$ cat src/rtl/btn_press_classifier_pkg.sv
// Shared types and constants for the button press classifier.
package btn_pkg;

    typedef enum logic [1:0] {
        IDLE,
        PRESSED,
        LONG_HELD
    } btn_state_t;

    localparam int unsigned CLKS_PER_MS_DEFAULT = 100_000;

    // Larger of two unsigned values; used to size the shared hold/repeat counter.
    function automatic int unsigned max_u(input int unsigned a, input int unsigned b);
        return (a > b) ? a : b;
    endfunction

endpackage

$ cat src/rtl/btn_press_classifier_if.sv
// Button level in, command events out. The classifier is the slave side.
interface btn_press_classifier_if;

    logic btn_db;
    logic short_pulse;
    logic long_pulse;
    logic repeat_pulse;
    logic held;

    modport master (
        output btn_db,
        input  short_pulse,
        input  long_pulse,
        input  repeat_pulse,
        input  held
    );

    modport slave (
        input  btn_db,
        output short_pulse,
        output long_pulse,
        output repeat_pulse,
        output held
    );

endinterface

$ cat src/rtl/btn_press_classifier.sv
// Classifies debounced button presses into short / long / auto-repeat events.
// All outputs are registered; each pulse is exactly one cycle wide.
module btn_press_classifier
    import btn_pkg::*;
#(
    parameter int unsigned CLKS_PER_MS   = CLKS_PER_MS_DEFAULT,
    parameter int unsigned LONG_PRESS_MS = 1000,
    parameter int unsigned REPEAT_MS     = 200,
    parameter bit          REPEAT_EN     = 1'b1
) (
    input  logic                   clk,
    input  logic                   reset_n,
    btn_press_classifier_if.slave  bus
);

    localparam int unsigned LONG_CLKS = LONG_PRESS_MS * CLKS_PER_MS;
    localparam int unsigned REP_CLKS  = REPEAT_MS * CLKS_PER_MS;
    // Floor of 2 keeps the width legal even when the parameter check below fires.
    localparam int unsigned CntW      = $clog2(max_u(max_u(LONG_CLKS, REP_CLKS), 2));

    localparam logic [CntW-1:0] LongLast = CntW'(LONG_CLKS - 1);
    localparam logic [CntW-1:0] RepLast  = CntW'(REP_CLKS - 1);

    if (LONG_CLKS < 2 || REP_CLKS < 2) begin : g_param_check
        $error("btn_press_classifier: LONG_CLKS and REP_CLKS must both be >= 2");
    end

    btn_state_t      state_q, state_d;
    logic [CntW-1:0] cnt_q, cnt_d;
    logic            btn_prev_q, btn_prev_d;
    logic            short_pulse_q, short_pulse_d;
    logic            long_pulse_q, long_pulse_d;
    logic            repeat_pulse_q, repeat_pulse_d;
    logic            held_q, held_d;
    logic            rise;

    // History resets high so a button held through reset must be released before it counts.
    assign rise = bus.btn_db & ~btn_prev_q;

    // Next-state, counter and registered-output decode.
    always_comb begin
        state_d        = state_q;
        cnt_d          = cnt_q;
        btn_prev_d     = bus.btn_db;
        short_pulse_d  = 1'b0;
        long_pulse_d   = 1'b0;
        repeat_pulse_d = 1'b0;

        case (state_q)
            IDLE: begin
                if (rise) begin
                    state_d = PRESSED;
                    cnt_d   = '0;
                end
            end
            PRESSED: begin
                // Release takes priority over reaching the long-press threshold.
                if (!bus.btn_db) begin
                    short_pulse_d = 1'b1;
                    state_d       = IDLE;
                    cnt_d         = '0;
                end else if (cnt_q == LongLast) begin
                    long_pulse_d = 1'b1;
                    state_d      = LONG_HELD;
                    cnt_d        = '0;
                end else begin
                    cnt_d = cnt_q + 1'b1;
                end
            end
            LONG_HELD: begin
                if (!bus.btn_db) begin
                    state_d = IDLE;
                    cnt_d   = '0;
                end else if (REPEAT_EN) begin
                    if (cnt_q == RepLast) begin
                        repeat_pulse_d = 1'b1;
                        cnt_d          = '0;
                    end else begin
                        cnt_d = cnt_q + 1'b1;
                    end
                end
            end
            default: begin
                state_d = IDLE;
                cnt_d   = '0;
            end
        endcase

        held_d = (state_d != IDLE);
    end

    // State, counter, edge history and output registers.
    always_ff @(posedge clk or negedge reset_n) begin
        if (!reset_n) begin
            state_q        <= IDLE;
            cnt_q          <= '0;
            btn_prev_q     <= 1'b1;
            short_pulse_q  <= 1'b0;
            long_pulse_q   <= 1'b0;
            repeat_pulse_q <= 1'b0;
            held_q         <= 1'b0;
        end else begin
            state_q        <= state_d;
            cnt_q          <= cnt_d;
            btn_prev_q     <= btn_prev_d;
            short_pulse_q  <= short_pulse_d;
            long_pulse_q   <= long_pulse_d;
            repeat_pulse_q <= repeat_pulse_d;
            held_q         <= held_d;
        end
    end

    assign bus.short_pulse  = short_pulse_q;
    assign bus.long_pulse   = long_pulse_q;
    assign bus.repeat_pulse = repeat_pulse_q;
    assign bus.held         = held_q;

endmodule
$ cat src/flat_wrapper.sv
// flat-port wrapper written by rule: the top's interface ports become plain ports
module btn_press_classifier_flat import btn_pkg::*;
#(
    parameter int unsigned CLKS_PER_MS   = CLKS_PER_MS_DEFAULT,
    parameter int unsigned LONG_PRESS_MS = 1000,
    parameter int unsigned REPEAT_MS     = 200,
    parameter bit          REPEAT_EN     = 1'b1
)
  (clk, reset_n, bus_btn_db, bus_short_pulse, bus_long_pulse, bus_repeat_pulse, bus_held);
  btn_press_classifier_if bus_i ();
  input  logic clk;
  input  logic reset_n;
  input wire logic [$bits(bus_i.btn_db)-1:0] bus_btn_db;
  output wire logic [$bits(bus_i.short_pulse)-1:0] bus_short_pulse;
  output wire logic [$bits(bus_i.long_pulse)-1:0] bus_long_pulse;
  output wire logic [$bits(bus_i.repeat_pulse)-1:0] bus_repeat_pulse;
  output wire logic [$bits(bus_i.held)-1:0] bus_held;
  assign bus_i.btn_db = bus_btn_db;
  assign bus_short_pulse = bus_i.short_pulse;
  assign bus_long_pulse = bus_i.long_pulse;
  assign bus_repeat_pulse = bus_i.repeat_pulse;
  assign bus_held = bus_i.held;
  btn_press_classifier #(.CLKS_PER_MS(CLKS_PER_MS), .LONG_PRESS_MS(LONG_PRESS_MS), .REPEAT_MS(REPEAT_MS), .REPEAT_EN(REPEAT_EN)) u_core (.clk(clk), .reset_n(reset_n), .bus(bus_i));
endmodule
$ cat config.mk
export PLATFORM = sky130hd
export DESIGN_NAME = btn_press_classifier_flat
export DESIGN_NICKNAME = d
export VERILOG_FILES = /design/src/rtl/btn_press_classifier_pkg.sv /design/src/rtl/btn_press_classifier_if.sv /design/src/rtl/btn_press_classifier.sv /design/src/flat_wrapper.sv
export SDC_FILE = /design/constraint.sdc
export NUM_CORES = 1
export LEC_CHECK = 0
export BUFFER_PORTS_ARGS = -buffer_cell sky130_fd_sc_hd__buf_2
export CORE_ASPECT_RATIO = 0.8
export CORE_MARGIN = 4
export CORE_UTILIZATION = 40
export CTS_CLUSTER_DIAMETER = 200
export DETAILED_ROUTE_END_ITERATION = 8
export HOLD_SLACK_MARGIN = 0.05
export PLACE_DENSITY = 0.54
export SLEW_MARGIN = 20
export SYNTH_ARGS = -nofsm -noshare
export SYNTH_HDL_FRONTEND = slang
export SYNTH_SLANG_ARGS = --single-unit
$ cat constraint.sdc
create_clock -name clk -period 5.65 [get_ports clk]
set_clock_uncertainty 0.2 [all_clocks]
set_input_delay 0.8475 -clock clk [delete_from_list [all_inputs] [get_ports clk]]
set_output_delay 0.8475 -clock clk [all_outputs]
set_load 0.02 [all_outputs]
==> results.md <==
* Initial antenna violation count at 0
* Detailed Place HPWL at 3.148 mm
* Worst hold margin at 0.3545 ns
* Ys async rst share at 1.000
* DIE AREA at 6403 um^2
* Endpoints failing hold at 0
* Setup TNS at 0 ns
* Post-Synth Adder-Cell Area at 0.03019
* First-pass GRT wire length at 7.955 mm
* Placer Congestion at 0.7583
* Largest family of logic cells by synthesized area: simple AND/OR/NAND/NOR gates
* Final std cells w/o fill at 284
* Worst-Margin Slew at 1.034 ns
* Max FO, Critical Path at 18
* Fmax at 357.0 MHz
* Seq/Total Area, Yosys at 0.4112
* Final period util at 0.4958
* Drt first pass iters at 4
* Root Buffer: clkbuf_8
* Flop and latch count out of synthesis at 34
* Initial cell density of the core at 0.4138
* WP data required at 5.59 ns
* Post-synth top area share at 0.3986
* PD cells at 272.3 nW/um^2
* IO Pins at 7
* Clock Pin Slew Worst Setup and Hold Paths at 0.07 ns
* CP Class: flip-flop to flip-flop
* Status: finished, final reports clean
* Fin util at 0.4480
* Top cells by area, synth: dfrtp_1, nand2_1, a21oi_2
* Area of the core at 5007 um^2
* Post-synth top flop: dfrtp_1
* Cell taking the most area after synthesis: dfrtp_1
* Sink Count at 34
* Synth-to-Final Area Change at 8.273%
* Setup crit end kind: flip-flop
* CP arrival at 2.74 ns
* Min cycle time layout at 2.802 ns
* Ratio of cells with drive above 1 in the final layout at 0.1847
* Vias in the first global route at 1576
* N_diodes at 0
* Final WL at 4.634 mm
* EDFF count, synth at 0
* Pleak at 0.0009069 uW
* Crit-path cells: ha_1 -> nand4_2 -> nor4_2 -> a31oi_1 -> buf_4 -> o21ai_4 -> o21ai_0
* Via density at 5.704
* Final setup violation count at 0
* Site row count at 23
* Maximum VDD drop at 132.8 uV
* Post-Synth Simple-Gate Area at 0.2850
* Iter 0 DRT Violations at 94
* Skew-Pair Late Insertion Delay at 0.29 ns
* GRT Residual Overflow at 0
* HP Class: flip-flop to flip-flop
* Final max-slew violation count at 0
* Slew headroom at 0.3109
* Syn avg cell area at 9.637 um^2
* Port Buffers at 6
* Post-DRT Antenna Nets at 0
* Max H-tree Level at 2
* DR WL/cell at 16.32 um
* Die Height at 72.38 um
* TritonCTS clock tree: yes
* Routed vias at 1620
* Largest net degree at the start of global routing at 35
* Post-CTS Resized at 0
* GRT Util Overall at 0.1632
* CP Buf/Inv Count at 1
* Mux cell area share after synthesis at 0.004831
* Complex-gate fraction of the synthesized area at 0.1661
* Startpoint Class: flip-flop
* Post-synth cell types at 51
* RSZ-0062 raised after global routing: no
* Synthesized net count at 223
* # hold bufs at CTS at 0
* # placed instances at 276
* Post-Synth XOR/XNOR Area at 0.05495
* Ys Warns at 0
* Synth Instances at 215
* Number of CTS-inserted buffers at 5
* Width of the chip at 88.47 um
* Longest Clk Path Bufs at 2
* Crit-path max cell delay at 0.56 ns
* Worst path top cell family by delay: compound AO/OA/AOI/OAI gates
* Max Cap Viol at 0
* Mapped Area at 2072 um^2
* Final nets at 229
* Setup bufs post-CTS at 0
* DRC viols at 0
* Critical path's slowest cell: o21ai_4
per-layer routing:
layer,vias up,share of wire,GRT usage
met2,42,0.41,0.2166
met1,772,0.51,0.2493
met5,-,0,0
li1,799,-,-
met4,0,0.018,0.07047
met3,7,0.060,0.03746
final timing paths:
path / from / end / slack (ns) / cells after the start
max in group asynchronous: reset_n / u_core.cnt_q[2] / 4.32 / 1
worst min-delay path: u_core.cnt_q[1] / u_core.cnt_q[1] / 0.35 / 2
min in group asynchronous: reset_n / u_core.cnt_q[8] / 0.43 / 1
worst max register to register: u_core.cnt_q[0] / u_core.cnt_q[4] / 2.85 / 7
worst min register to register: u_core.cnt_q[1] / u_core.cnt_q[1] / 0.35 / 2
worst max-delay path: u_core.cnt_q[0] / u_core.cnt_q[4] / 2.85 / 7
cell families after synthesis:
family / after synthesis
AO/OA/AOI/OAI: 45
XOR/XNOR: 13
adder cells (fa/ha/maj): 5
buffers and inverters: 18
flip-flops: 34
multiplexers: 1
AND/OR/NAND/NOR: 99
cell usage after synthesis (3+ instances only):
cell type,n
o221ai_1,6
nand2_1,34
nor2_1,5
nor4_1,7
xor2_1,3
o311ai_1,3
o21ai_0,6
nand4_1,5
nor3_1,10
and2_1,3
and3_1,4
buf_2,3
nand3_1,8
a21oi_1,7
a21oi_2,10
ha_1,5
inv_1,8
clkbuf_1,4
dfrtp_1,33
o211ai_1,4
xnor2_1,10
area by class of cell:
| type | count | area, um^2 |
|---|---|---|
| well taps | 62 | 77.57 |
| inverters | 8 | 30.03 |
| fillers | 479 | 2764 |
| clock buffers | 8 | 110.1 |
| multi-input cells | 163 | 1121 |
| flip-flops and latches | 34 | 852.1 |
| repair buffers | 9 | 52.55 |
cell usage in the layout, fill, tap and decap left out, types with 4 or more instances in the layout:
cell type	count
nor3_1	10
o21ai_0	6
o221ai_1	6
nand4_1	5
dfrtp_1	33
buf_2	6
xnor2_1	10
clkbuf_8	8
a21oi_1	7
inv_1	8
nor4_1	7
nor2_1	5
o211ai_1	4
and3_1	4
a21oi_2	10
ha_1	5
nand2_1	34
nand3_1	8
sequential cells by signal, summed over array words and instances, names as in the netlist:
register	count
u_core.bus.short_pulse	1
u_core.state_q	2
u_core.bus.repeat_pulse	1
u_core.btn_prev_q	1
u_core.cnt_q	27
u_core.bus.held	1
u_core.bus.long_pulse	1
stage by stage:
stage                     area [um^2]  setup WS, ns  power [uW]
after floorplan                  2072         3.443       366.5
after global placement           2133         2.779       401.5
after detailed placement         2133         2.687       401.1
after CTS                        2243         2.858       618.6
after global routing             2243         2.652       642.7
final                            2243         2.849       610.8
power by group:
part           internal [uW]  leakage (uW)  switching [uW]
Sequential               254      0.000468            7.94
Clock                    123     0.0000575            91.2
Combinational           32.9      0.000381             102
Total                    410      0.000907             201
tightest hold or removal path, cell delays in order, from the launching register on:
cell and delay [ns]:
dfrtp_1 0.40, nand2_1 0.06, o21ai_0 0.07
(Power assumes the default switching activity.)
